### src/rtl/mem_arbiter_if.sv
// mem_arbiter_if: CPU, peripheral and memory-side signals of the block RAM arbiter.
// master = requesters plus RAM (the environment); slave = the arbiter itself.
interface mem_arbiter_if #(
   parameter int AW = 16,
   parameter int DW = 16
);
   logic          cpu_req;
   logic          cpu_we;
   logic [AW-1:0] cpu_addr;
   logic [DW-1:0] cpu_wdata;
   logic          cpu_stall;
   logic [DW-1:0] cpu_rdata;
   logic          cpu_rvalid;

   logic          per_req;
   logic          per_we;
   logic [AW-1:0] per_addr;
   logic [DW-1:0] per_wdata;
   logic          per_gnt;
   logic [DW-1:0] per_rdata;
   logic          per_rvalid;

   logic [AW-1:0] mem_addr;
   logic          mem_we;
   logic [DW-1:0] mem_wdata;
   logic [DW-1:0] mem_rdata;

   modport master (
      output cpu_req, cpu_we, cpu_addr, cpu_wdata,
      input  cpu_stall, cpu_rdata, cpu_rvalid,
      output per_req, per_we, per_addr, per_wdata,
      input  per_gnt, per_rdata, per_rvalid,
      input  mem_addr, mem_we, mem_wdata,
      output mem_rdata
   );

   modport slave (
      input  cpu_req, cpu_we, cpu_addr, cpu_wdata,
      output cpu_stall, cpu_rdata, cpu_rvalid,
      input  per_req, per_we, per_addr, per_wdata,
      output per_gnt, per_rdata, per_rvalid,
      output mem_addr, mem_we, mem_wdata,
      input  mem_rdata
   );
endinterface

### src/rtl/mem_arbiter.sv
// mem_arbiter: shares one single-port block RAM between the CPU and a peripheral master.
// Default: CPU priority, peripheral forced ahead after MAX_WAIT denied cycles (MAX_WAIT=0: strict).
// Build option MEM_ARB_RR_EN: plain round-robin between the two requesters instead.
// Read data is a passthrough of the RAM; rvalid flags tag which owner the 1-cycle-late data belongs to.
module mem_arbiter #(
   parameter int AW       = 16,
   parameter int DW       = 16,
   parameter int MAX_WAIT = 4
) (
   input logic         clk,
   input logic         rst,
   mem_arbiter_if.slave bus
);

   typedef struct packed {
      logic          we;
      logic [AW-1:0] addr;
      logic [DW-1:0] wdata;
   } acc_t;

   acc_t cpu_acc, per_acc, mem_acc;
   logic gnt_cpu, gnt_per;
   logic rd_cpu, rd_per;

   assign cpu_acc = '{we: bus.cpu_we, addr: bus.cpu_addr, wdata: bus.cpu_wdata};
   assign per_acc = '{we: bus.per_we, addr: bus.per_addr, wdata: bus.per_wdata};

`ifdef MEM_ARB_RR_EN
   // 1 = peripheral received the most recent grant; reads as CPU while rst is high
   logic rr_last;
   logic last_per;

   assign last_per = rr_last & ~rst;

   // grant: on contention the requester that did not win last time goes first
   always_comb begin
      gnt_cpu = 1'b0;
      gnt_per = 1'b0;
      if (bus.cpu_req && bus.per_req) begin
         gnt_per = ~last_per;
         gnt_cpu = last_per;
      end else begin
         gnt_cpu = bus.cpu_req;
         gnt_per = bus.per_req;
      end
   end

   // remember the owner of every grant
   always_ff @(posedge clk) begin
      if (rst)                   rr_last <= 1'b0;
      else if (gnt_cpu | gnt_per) rr_last <= gnt_per;
   end
`else
   localparam int WW = (MAX_WAIT < 1) ? 1 : $clog2(MAX_WAIT + 1);
   localparam logic [WW-1:0] WMAX = WW'(MAX_WAIT);

   logic [WW-1:0] wait_cnt;
   logic          aged;

   // counter is treated as zero during reset so the reset cycle arbitrates cleanly
   assign aged = (MAX_WAIT != 0) && !rst && (wait_cnt == WMAX);

   // grant: aged peripheral, then CPU, then peripheral
   always_comb begin
      gnt_cpu = 1'b0;
      gnt_per = 1'b0;
      if (bus.per_req && aged) gnt_per = 1'b1;
      else if (bus.cpu_req)    gnt_cpu = 1'b1;
      else if (bus.per_req)    gnt_per = 1'b1;
   end

   // count consecutive denied peripheral cycles, saturating at MAX_WAIT
   always_ff @(posedge clk) begin
      if (rst || !bus.per_req || gnt_per) wait_cnt <= '0;
      else if (wait_cnt != WMAX)          wait_cnt <= wait_cnt + 1'b1;
   end
`endif

   // memory mux: idle cycles keep the CPU (fetch) address on the RAM with writes off
   always_comb begin
      mem_acc = '{we: 1'b0, addr: bus.cpu_addr, wdata: bus.cpu_wdata};
      if (gnt_per)      mem_acc = per_acc;
      else if (gnt_cpu) mem_acc = cpu_acc;
   end

   assign bus.mem_addr  = mem_acc.addr;
   assign bus.mem_we    = mem_acc.we;
   assign bus.mem_wdata = mem_acc.wdata;

   assign bus.per_gnt   = gnt_per;
   assign bus.cpu_stall = bus.cpu_req & ~gnt_cpu;

   // tag next cycle's RAM data with the owner of this cycle's granted read
   always_ff @(posedge clk) begin
      if (rst) begin
         rd_cpu <= 1'b0;
         rd_per <= 1'b0;
      end else begin
         rd_cpu <= gnt_cpu & ~bus.cpu_we;
         rd_per <= gnt_per & ~bus.per_we;
      end
   end

   assign bus.cpu_rdata  = bus.mem_rdata;
   assign bus.per_rdata  = bus.mem_rdata;
   assign bus.cpu_rvalid = rd_cpu & ~rst;
   assign bus.per_rvalid = rd_per & ~rst;

endmodule

### src/flat_wrapper.sv
// flat-port wrapper written by rule: the top's interface ports become plain ports
module mem_arbiter_flat 
#(
   parameter int AW       = 16,
   parameter int DW       = 16,
   parameter int MAX_WAIT = 4
)
  (clk, rst, bus_cpu_req, bus_cpu_we, bus_cpu_addr, bus_cpu_wdata, bus_cpu_stall, bus_cpu_rdata, bus_cpu_rvalid, bus_per_req, bus_per_we, bus_per_addr, bus_per_wdata, bus_per_gnt, bus_per_rdata, bus_per_rvalid, bus_mem_addr, bus_mem_we, bus_mem_wdata, bus_mem_rdata);
  mem_arbiter_if #(.AW(AW), .DW(DW)) bus_i ();
  input logic clk;
  input logic rst;
  input wire logic [$bits(bus_i.cpu_req)-1:0] bus_cpu_req;
  input wire logic [$bits(bus_i.cpu_we)-1:0] bus_cpu_we;
  input wire logic [$bits(bus_i.cpu_addr)-1:0] bus_cpu_addr;
  input wire logic [$bits(bus_i.cpu_wdata)-1:0] bus_cpu_wdata;
  output wire logic [$bits(bus_i.cpu_stall)-1:0] bus_cpu_stall;
  output wire logic [$bits(bus_i.cpu_rdata)-1:0] bus_cpu_rdata;
  output wire logic [$bits(bus_i.cpu_rvalid)-1:0] bus_cpu_rvalid;
  input wire logic [$bits(bus_i.per_req)-1:0] bus_per_req;
  input wire logic [$bits(bus_i.per_we)-1:0] bus_per_we;
  input wire logic [$bits(bus_i.per_addr)-1:0] bus_per_addr;
  input wire logic [$bits(bus_i.per_wdata)-1:0] bus_per_wdata;
  output wire logic [$bits(bus_i.per_gnt)-1:0] bus_per_gnt;
  output wire logic [$bits(bus_i.per_rdata)-1:0] bus_per_rdata;
  output wire logic [$bits(bus_i.per_rvalid)-1:0] bus_per_rvalid;
  output wire logic [$bits(bus_i.mem_addr)-1:0] bus_mem_addr;
  output wire logic [$bits(bus_i.mem_we)-1:0] bus_mem_we;
  output wire logic [$bits(bus_i.mem_wdata)-1:0] bus_mem_wdata;
  input wire logic [$bits(bus_i.mem_rdata)-1:0] bus_mem_rdata;
  assign bus_i.cpu_req = bus_cpu_req;
  assign bus_i.cpu_we = bus_cpu_we;
  assign bus_i.cpu_addr = bus_cpu_addr;
  assign bus_i.cpu_wdata = bus_cpu_wdata;
  assign bus_cpu_stall = bus_i.cpu_stall;
  assign bus_cpu_rdata = bus_i.cpu_rdata;
  assign bus_cpu_rvalid = bus_i.cpu_rvalid;
  assign bus_i.per_req = bus_per_req;
  assign bus_i.per_we = bus_per_we;
  assign bus_i.per_addr = bus_per_addr;
  assign bus_i.per_wdata = bus_per_wdata;
  assign bus_per_gnt = bus_i.per_gnt;
  assign bus_per_rdata = bus_i.per_rdata;
  assign bus_per_rvalid = bus_i.per_rvalid;
  assign bus_mem_addr = bus_i.mem_addr;
  assign bus_mem_we = bus_i.mem_we;
  assign bus_mem_wdata = bus_i.mem_wdata;
  assign bus_i.mem_rdata = bus_mem_rdata;
  mem_arbiter #(.AW(AW), .DW(DW), .MAX_WAIT(MAX_WAIT)) u_core (.clk(clk), .rst(rst), .bus(bus_i));
endmodule
### config.mk
export PLATFORM = sky130hd
export DESIGN_NAME = mem_arbiter_flat
export DESIGN_NICKNAME = d
export VERILOG_FILES = /design/src/rtl/mem_arbiter_if.sv /design/src/rtl/mem_arbiter.sv /design/src/flat_wrapper.sv
export SDC_FILE = /design/constraint.sdc
export NUM_CORES = 1
export LEC_CHECK = 0
export ABC_AREA = 1
export BUFFER_PORTS_ARGS = -buffer_cell sky130_fd_sc_hd__buf_2
export CAP_MARGIN = 20
export CORE_UTILIZATION = 30
export DETAILED_ROUTE_END_ITERATION = 8
export PLACE_DENSITY = 0.83
export SKIP_LAST_GASP = 1
export SLEW_MARGIN = 40
export SYNTH_ARGS = -nofsm -noshare
export SYNTH_HDL_FRONTEND = slang
export SYNTH_SLANG_ARGS = --single-unit
### constraint.sdc
create_clock -name clk -period 3.55 [get_ports clk]
set_input_delay 0.355 -clock clk [delete_from_list [all_inputs] [get_ports clk]]
set_output_delay 0.355 -clock clk [all_outputs]
set_load 0.005 [all_outputs]
==> results of run 1 <==
-- worst paths after layout --
kind / start / endpoint / slack, ns / cells after the start
worst min register to register: u_core.wait_cnt[1] / u_core.wait_cnt[1] / 0.50 / 2
worst max register to register: u_core.wait_cnt[1] / u_core.rd_cpu / 2.19 / 6
worst min-delay path: bus_per_we / u_core.rd_per / 0.37 / 3
worst max-delay path: u_core.wait_cnt[1] / bus_mem_wdata[13] / 1.32 / 9
-- logic make-up (layout without fill, tap and decap cells) --
kind of cell,after synthesis,after routing
simple gates,115,115
fa+ha+maj,2,2
compound gates,3,3
flops,5,5
buf+inv,48,117
xor+xnor,1,1
-- stage by stage --
stage	cells	power, uW	area (um2)	util [%]	setup WS, ns
floorplan	174	146	1010	-	2.04
global placement	283	181	1270	40.8	1.61
detailed placement	283	182	1270	40.8	1.57
CTS	287	250	1300	41.6	1.31
global route	287	270	1300	41.6	1.11
finish	287	244	1300	41.6	1.32
-- routing by layer --
layer | routed length, um | track usage (%) | vias to the layer above | part of all wire (%)
li1 | - | - | 656 | -
met1 | 1020 | 12.3 | 514 | 40
met2 | 1320 | 24.6 | 67 | 51
met3 | 227 | 2.60 | 4 | 8.8
met4 | 14 | 4.65 | 0 | 0.54
met5 | 0 | 0 | - | 0
-- cell usage after synthesis (2+ instances only) --
library cell  count
dfxtp_1           5
nand2_1          69
buf_4            38
a21oi_1           3
nor2_1            5
ha_1              2
inv_1             6
buf_6             3
nand3_1          35
-- state kept, by name, summed over array words and instances (netlist names) --
signal / flops
u_core.wait_cnt: 3
u_core.rd_cpu: 1
u_core.rd_per: 1
-- power groups by stage --
stage               sequential (uW)  clock [uW]  combinational [uW]
detailed placement             59.3           0                 122
finish                         58.3        64.8                 121
floorplan                      59.1           0                86.8
global route                   58.3        73.1                 139
global placement               59.2           0                 122
CTS                            58.3        69.0                 123
-- worst register-to-register path: cells and delay by family (launching register included) --
family / cells / cell delay (ns)
DFF: 1 / 0.35
and+or+nand+nor: 3 / 0.66
buffers and inverters: 2 / 0.13
adders and majority gates: 1 / 0.17
-- cell type report --
class	count	area (um2)	area share, %
clock buffer	4	26.3	2.02
inverter	7	26.3	2.02
multi-input combinational	121	563	43.3
sequential	5	100	7.69
tap	44	55.1	4.23
timing repair buffer	106	531	40.8
==> results by group, run 1 <==
Timing
  – Actual slew at the worst max-slew pin: 0.680 ns
  – Clock Skews: 0.000551 ns
  – RSZ-0062 raised after global routing: false
  – # setup viols final: 0
  – Slew Viols, Final: 0
  – Hold Slack: 0.365 ns
  – Slew HR: 54.5%
  – Final hold viol count: 0
  – Fmax: 448 MHz
  – Fin crit share: 62.8%
  – Fin crit period: 2.23 ns
  – Final setup TNS: 0 ns

Finish
  – ANT cells: 0
  – Most common cell after layout, fill and taps aside: buf_2
  – Nets@finish: 332
  – Fillers: 332
  – Most frequent cells in the layout: 106 x buf_2, 69 x nand2_1, 35 x nand3_1, 6 x inv_1
  – Share of layout cells above drive strength 1: 47.3%
  – Area grow syn2layout: 29.0%

Setup path
  – Buf/Inv on CP: 3
  – Max Fanout on Critical Path: 37
  – Worst Path Class, Setup: reg2out
  – CP delay by family, top: simple AND/OR/NAND/NOR gates
  – Worst EP required: 3.19 ns
  – Arr. time, crit path: 1.87 ns
  – Most numerous cell on the critical path: nand2_1
  – Slowest cell on the critical path: dfxtp_1
  – CP endpoint kind: primary output
  – CP Launch Type: register
  – Max stage delay on crit path: 0.35 ns
  – Worst path cell trace: inv_1, ha_1, nand2_1, inv_2, nand2_4, nand2_8, nand2_1, nand2_1, buf_2

GRT
  – Largest net degree at the start of global routing: 38
  – Initial antenna violation count: 0
  – All-Layer GR Usage: 12.4%
  – Vias in the first global route: 883
  – First-pass GRT wire length: 3540 um
  – Grt ovf: 0

Yosys
  – Leading post-synthesis cells by cell area: buf_4 28%, nand2_1 26%, nand3_1 17%, dfxtp_1 9.9%, buf_6 3.3%
  – Ys Warns: 0
  – Synth cell types: 17
  – Yosys reg bits: 5
  – Async set-reset flop share out of synthesis: 0%
  – Cell taking the most area after synthesis: buf_4
  – Cells after Synth: 174
  – Syn_area_per_cell: 5.80 um2
  – Simple-Gate Fraction of Synth Area: 51.0%
  – Post-synth top flop: dfxtp_1
  – Share of the synthesized area in the top cell type: 28.3%
  – Synth Area in Compound Gates: 1.49%
  – Post-synth net total: 262
  – Syn Std Cell Area: 1010 um2
  – Number of enable flip-flop cells after synthesis: 0
  – Sequential share of the synthesized area: 9.93%
  – Multiplexer share of the synthesized area: 0%
  – Largest family of logic cells by synthesized area: simple AND/OR/NAND/NOR gates
  – Xor-xnor portion of the synthesized cell area: 0.868%
  – Post-Synth Adder-Cell Area: 2.48%

Clock network
  – Clock-pin slew on the worst setup and hold paths: 0.04 ns
  – Num CTS Buffers: 3
  – Post-CTS Setup Bufs: 0
  – Hold_buf cts: 0
  – Worst skew pair latency: 0.24 ns
  – CTS tree: done
  – Largest buffer count on any clock path: 2
  – H-Tree Depth: 1
  – Clk sinks: 5
  – CTS root buffer: clkbuf_4
  – Cts repair resizes: 0

Routing
  – Iteration-0 DRC Markers: 55
  – Via count: 1241
  – Post-DR wirelength/cell: 8.99 um
  – DRT antenna net count: 0
  – Drt drc: 0
  – DR pass1 iterations: 4
  – Routed WL: 2580 um
  – Post-DR vias/cell: 4.32

Floorplanning
  – DIE AREA: 3600 um2
  – Die W: 60.0 um
  – # IOs: 155
  – Die H: 60.0 um
  – Cell Rows: 20
  – Effective utilization at floorplan: 32.2%
  – Core ar.: 3130 um2

Power
  – P_sw: 78.1 uW
  – Lkg Pwr: 0.000856 uW
  – Cell Pwr Density: 188 nW/um2
  – Seq pwr share: 23.8%
  – P_int: 166 uW
  – Peak supply drop: 0.146 mV
  – Switching portion of total power: 31.9%
  – Gate power share: 49.7%
  – Clock network fraction of design power: 26.5%

Placement
  – IO Port Bufs: 106
  – HPWL after DPL: 2040 um
  – Gpl congestion: 0.654

Outcome
  – Outcome: finished clean

Run
  – Max cap viols: 0

Worst hold path
  – Worst Hold Class: in2reg
No activity file was read; power rests on OpenSTA's default activity.
==> run 2: changes to the inputs <==
--- a/config.mk
+++ b/config.mk
@@ -5,12 +5,12 @@
 export SDC_FILE = /design/constraint.sdc
 export NUM_CORES = 1
 export LEC_CHECK = 0
-export ABC_AREA = 1
+export ABC_AREA = 0
 export BUFFER_PORTS_ARGS = -buffer_cell sky130_fd_sc_hd__buf_2
 export CAP_MARGIN = 20
-export CORE_UTILIZATION = 30
+export CORE_UTILIZATION = 27
 export DETAILED_ROUTE_END_ITERATION = 8
-export PLACE_DENSITY = 0.83
+export PLACE_DENSITY = 0.8
 export SKIP_LAST_GASP = 1
 export SLEW_MARGIN = 40
 export SYNTH_ARGS = -nofsm -noshare
==> constraint.sdc (replaced) <==
create_clock -name clk -period 2.35 [get_ports clk]
set_input_delay 0.235 -clock clk [delete_from_list [all_inputs] [get_ports clk]]
set_output_delay 0.235 -clock clk [all_outputs]
set_load 0.005 [all_outputs]
==> run 2 against run 1 <==
  * Via count fell by 25%
  * Total power rose by 53%
  * Routed wire length rose by 2.3%
  * Final area fell by 3.4%
  * Non-clock buffer count rose by 1
  * Worst hold slack got worse by 0.20 ns
  * Combinational power rose by 53%
  * Clock skew barely moved
  * Clock power rose by 57%
  * Largest cell class is now non-clock buffers
  * Highest routed layer unchanged
==> results by group, run 2 <==
Yosys
  – Most frequent cells after synthesis: 32 x buf_4, 31 x mux2_2, 5 x dfxtp_1 (was 69 x nand2_1, 38 x buf_4, 35 x nand3_1)
  – Leading post-synthesis cells by cell area: mux2_2 39%, buf_4 27%, dfxtp_1 11%, buf_6 3.8%, ha_1 2.8% (was buf_4 28%, nand2_1 26%, nand3_1 17%, dfxtp_1 9.9%, buf_6 3.3%)
  – Syn_area_per_cell: 9.47 um2 (was 5.80 um2)
  – Post-synth net total: 183 (was 262)
  – Syn Std Cell Area: 900 um2 (was 1010 um2)
  – Yosys reg bits: 5 (unchanged)
  – Synth cell types: 20 (was 17)
  – Share of the synthesized area in the top cell type: 38.8% (was 28.3%)
  – Sequential share of the synthesized area: 11.1% (was 9.93%)
  – Post-synth top flop: dfxtp_1 (unchanged)
  – Cells after Synth: 95 (was 174)
  – Cell taking the most area after synthesis: mux2_2 (was buf_4)
  – Count leader, synth: buf_4 (was nand2_1)
  – Ys Warns: 0 (unchanged)
  – Async set-reset flop share out of synthesis: 0% (unchanged)
  – Number of enable flip-flop cells after synthesis: 0 (unchanged)

Finish
  – Share of layout cells above drive strength 1: 83.6% (was 47.3%)
  – Area grow syn2layout: 39.8% (was 29.0%)
  – Most frequent cells in the layout: 106 x buf_2, 31 x mux2_2, 5 x dfxtp_1, 4 x nor2_1 (was 106 x buf_2, 69 x nand2_1, 35 x nand3_1, 6 x inv_1)
  – Nets@finish: 260 (was 332)
  – Max reg flops: 3 (unchanged)
  – Final Util: 40.5% (was 41.6%)
  – Top flop regs: u_core.wait_cnt: 3 flops, u_core.rd_cpu: 1 flops, u_core.rd_per: 1 flops (unchanged)
  – ANT cells: 0 (unchanged)
  – Fillers: 313 (was 332)
  – Multi-input gate area: 514 um2 (was 563 um2)
  – Reg area: 100 um2 (unchanged)
  – Most common cell after layout, fill and taps aside: buf_2 (unchanged)
  – Biggest register: u_core.wait_cnt (unchanged)

Clock network
  – CTS tree: done (unchanged)
  – Cts repair resizes: 0 (unchanged)
  – Worst skew pair latency: 0.25 ns (was 0.24 ns)
  – H-Tree Depth: 1 (unchanged)
  – Hold_buf cts: 0 (unchanged)
  – Largest buffer count on any clock path: 2 (unchanged)
  – CTS root buffer: clkbuf_4 (unchanged)
  – Post-CTS Setup Bufs: 0 (unchanged)
  – Num CTS Buffers: 3 (unchanged)
  – Clk sinks: 5 (unchanged)
  – Clock-pin slew on the worst setup and hold paths: 0.04 ns (about the same)

Timing
  – Fmax: 485 MHz
  – Setup ws final: 0.287 ns (was 1.32 ns)
  – Fin crit period: 2.06 ns
  – Fin crit share: 87.8%
  – Slew HR: 87.2% (was 54.5%)
  – # setup viols final: 0 (unchanged)
  – Actual slew at the worst max-slew pin: 0.192 ns (was 0.680 ns)
  – Slew Viols, Final: 0 (unchanged)
  – RSZ-0062 raised after global routing: false (unchanged)
  – Final setup TNS: 0 ns (unchanged)
  – Final hold viol count: 0 (unchanged)
  – Clock Skews: 0.0000617 ns (was 0.000551 ns)

GRT
  – Grt ovf: 0 (unchanged)
  – Largest net degree at the start of global routing: 35 (was 38)
  – Vias in the first global route: 802 (was 883)
  – Most Crowded Layer GR: met2 (unchanged)
  – Grt met3 use: 2.81% (was 2.60%)
  – All-Layer GR Usage: 12.4% (about the same)
  – Met2 usage: 20.5% (was 24.6%)
  – GR met1 Demand/Resource: 14.0% (was 12.3%)
  – Initial antenna violation count: 0 (unchanged)
  – First-pass GRT wire length: 3320 um (was 3540 um)

Floorplanning
  – Core ar.: 3100 um2 (was 3130 um2)
  – Cell Rows: 20 (unchanged)
  – # IOs: 155 (unchanged)
  – Effective utilization at floorplan: 29.0% (was 32.2%)
  – DIE AREA: 3570 um2 (was 3600 um2)
  – Die W: 59.7 um (was 60.0 um)
  – Die H: 59.7 um (was 60.0 um)

Setup path
  – Worst EP required: 2.12 ns (was 3.19 ns)
  – Arr. time, crit path: 1.83 ns (was 1.87 ns)
  – Reg-to-reg critical path endpoint: u_core.wait_cnt[1] (was u_core.rd_cpu)
  – CP Launch Type: register (unchanged)
  – CP endpoint kind: primary output (unchanged)
  – R2R cell count: 4 (was 6)
  – RR Startpoint: u_core.wait_cnt[0] (was u_core.wait_cnt[1])
  – Worst Path Class, Setup: reg2out (unchanged)
  – FF-to-FF setup slack: 1.32 ns (was 2.19 ns)
  – Max Fanout on Critical Path: 34 (was 37)

Routing
  – Iteration-0 DRC Markers: 14 (was 55)
  – Post-DR vias/cell: 4.32 (about the same)
  – DR pass1 iterations: 4 (unchanged)
  – Routed WL: 2640 um (was 2580 um)
  – Via count: 928 (was 1241)
  – Drt drc: 0 (unchanged)
  – DRT antenna net count: 0 (unchanged)
  – Post-DR wirelength/cell: 12.3 um (was 8.99 um)

Placement
  – HPWL after DPL: 2300 um (was 2040 um)
  – Gpl congestion: 0.675 (was 0.654)
  – IO Port Bufs: 106 (unchanged)
  – Worst slack, placed: 0.536 ns (was 1.57 ns)

Outcome
  – Outcome: finished clean (unchanged)

Worst hold path
  – Worst Hold Class: in2reg (unchanged)
  – Cells on Worst Hold Path: 2 (was 3)
  – Min-delay src: bus_per_we (unchanged)
  – Endpoint, Worst Hold: u_core.rd_per (unchanged)

Power
  – Lkg Pwr: 0.000670 uW (was 0.000856 uW)
  – Gate power share: 49.4% (was 49.7%)
  – Switching portion of total power: 28.4% (was 31.9%)
  – Cell Pwr Density: 298 nW/um2 (was 188 nW/um2)
  – P_sw: 106 uW (was 78.1 uW)
  – Seq pwr share: 23.5% (was 23.8%)
  – P_int: 268 uW (was 166 uW)
  – Clock network fraction of design power: 27.1% (was 26.5%)
  – Peak supply drop: 0.190 mV (was 0.146 mV)

Run
  – Max cap viols: 0 (unchanged)
run 2: cell count changes after synthesis, sizes merged, moves of 2 or more:
cell | previous run | this run
inv | 7 | 3
nand3 | 35 | 1
nand2 | 72 | 2
mux2 | 0 | 32
nor2b | 0 | 3
a21oi | 3 | 0
nor2 | 6 | 4
buf | 41 | 35
run 2: layer usage:
layer	wire length, um	vias up
li1	-	446
met5	0	-
met4	66	0
met1	927	409
met2	1340	60
met3	310	13
run 2: power groups by stage:
stage                     combinational, uW  clock, uW  sequential (uW)
after floorplan                         125          0             89.3
after global placement                  184          0             89.6
after detailed placement                186          0             89.5
after CTS                               187        106             88.1
after global routing                    203        113             88.1
final                                   185        102             88.1
run 2: worst max-delay path by stage:
stage	start	endpoint
3_5_place_dp	u_core.wait_cnt[0]	bus_mem_wdata[1]
6_report	u_core.wait_cnt[0]	bus_mem_wdata[15]
3_3_place_gp	u_core.wait_cnt[0]	bus_mem_wdata[1]
2_1_floorplan	u_core.wait_cnt[0]	bus_mem_addr[10]
4_1_cts	u_core.wait_cnt[0]	bus_mem_wdata[1]
5_1_grt	u_core.wait_cnt[0]	bus_mem_addr[15]
run 2: cells by family after synthesis:
group / count (synthesis) / synth area share [%]
buffers and inverters: 38 / 31.7
muxes: 33 / 41.2
and+or+nand+nor: 13 / 7.93
DFF: 5 / 11.1
AOI/OAI and AO/OA: 4 / 5.29
adders and majority gates: 2 / 2.78
run 2: area by class of cell:
cell class                 instances  area share (%)
tap                               44            4.38
inverter                           3           0.896
timing repair buffer             107            43.8
clock buffer                       4            2.09
sequential                         5            7.96
multi-input combinational         52            40.9
run 2: worst max-delay path, stage by stage, from the launching register on:
cell     delay, ns
dfxtp_1       0.32
inv_1         0.06
ha_1          0.19
nand2_2       0.12
o22ai_4       0.16
buf_12        0.22
mux2_2        0.37
buf_2         0.13
run 2: metrics by stage:
| step | cell area (um2) | hold WS (ns) | std cells | total power (uW) |
|---|---|---|---|---|
| after floorplan | 900 | 0.308 | 95 | 214 |
| after global placement | 1230 | 0.423 | 211 | 273 |
| after detailed placement | 1230 | 0.427 | 211 | 276 |
| after CTS | 1260 | 0.165 | 215 | 381 |
| after global routing | 1260 | 0.155 | 215 | 404 |
| final | 1260 | 0.170 | 215 | 375 |
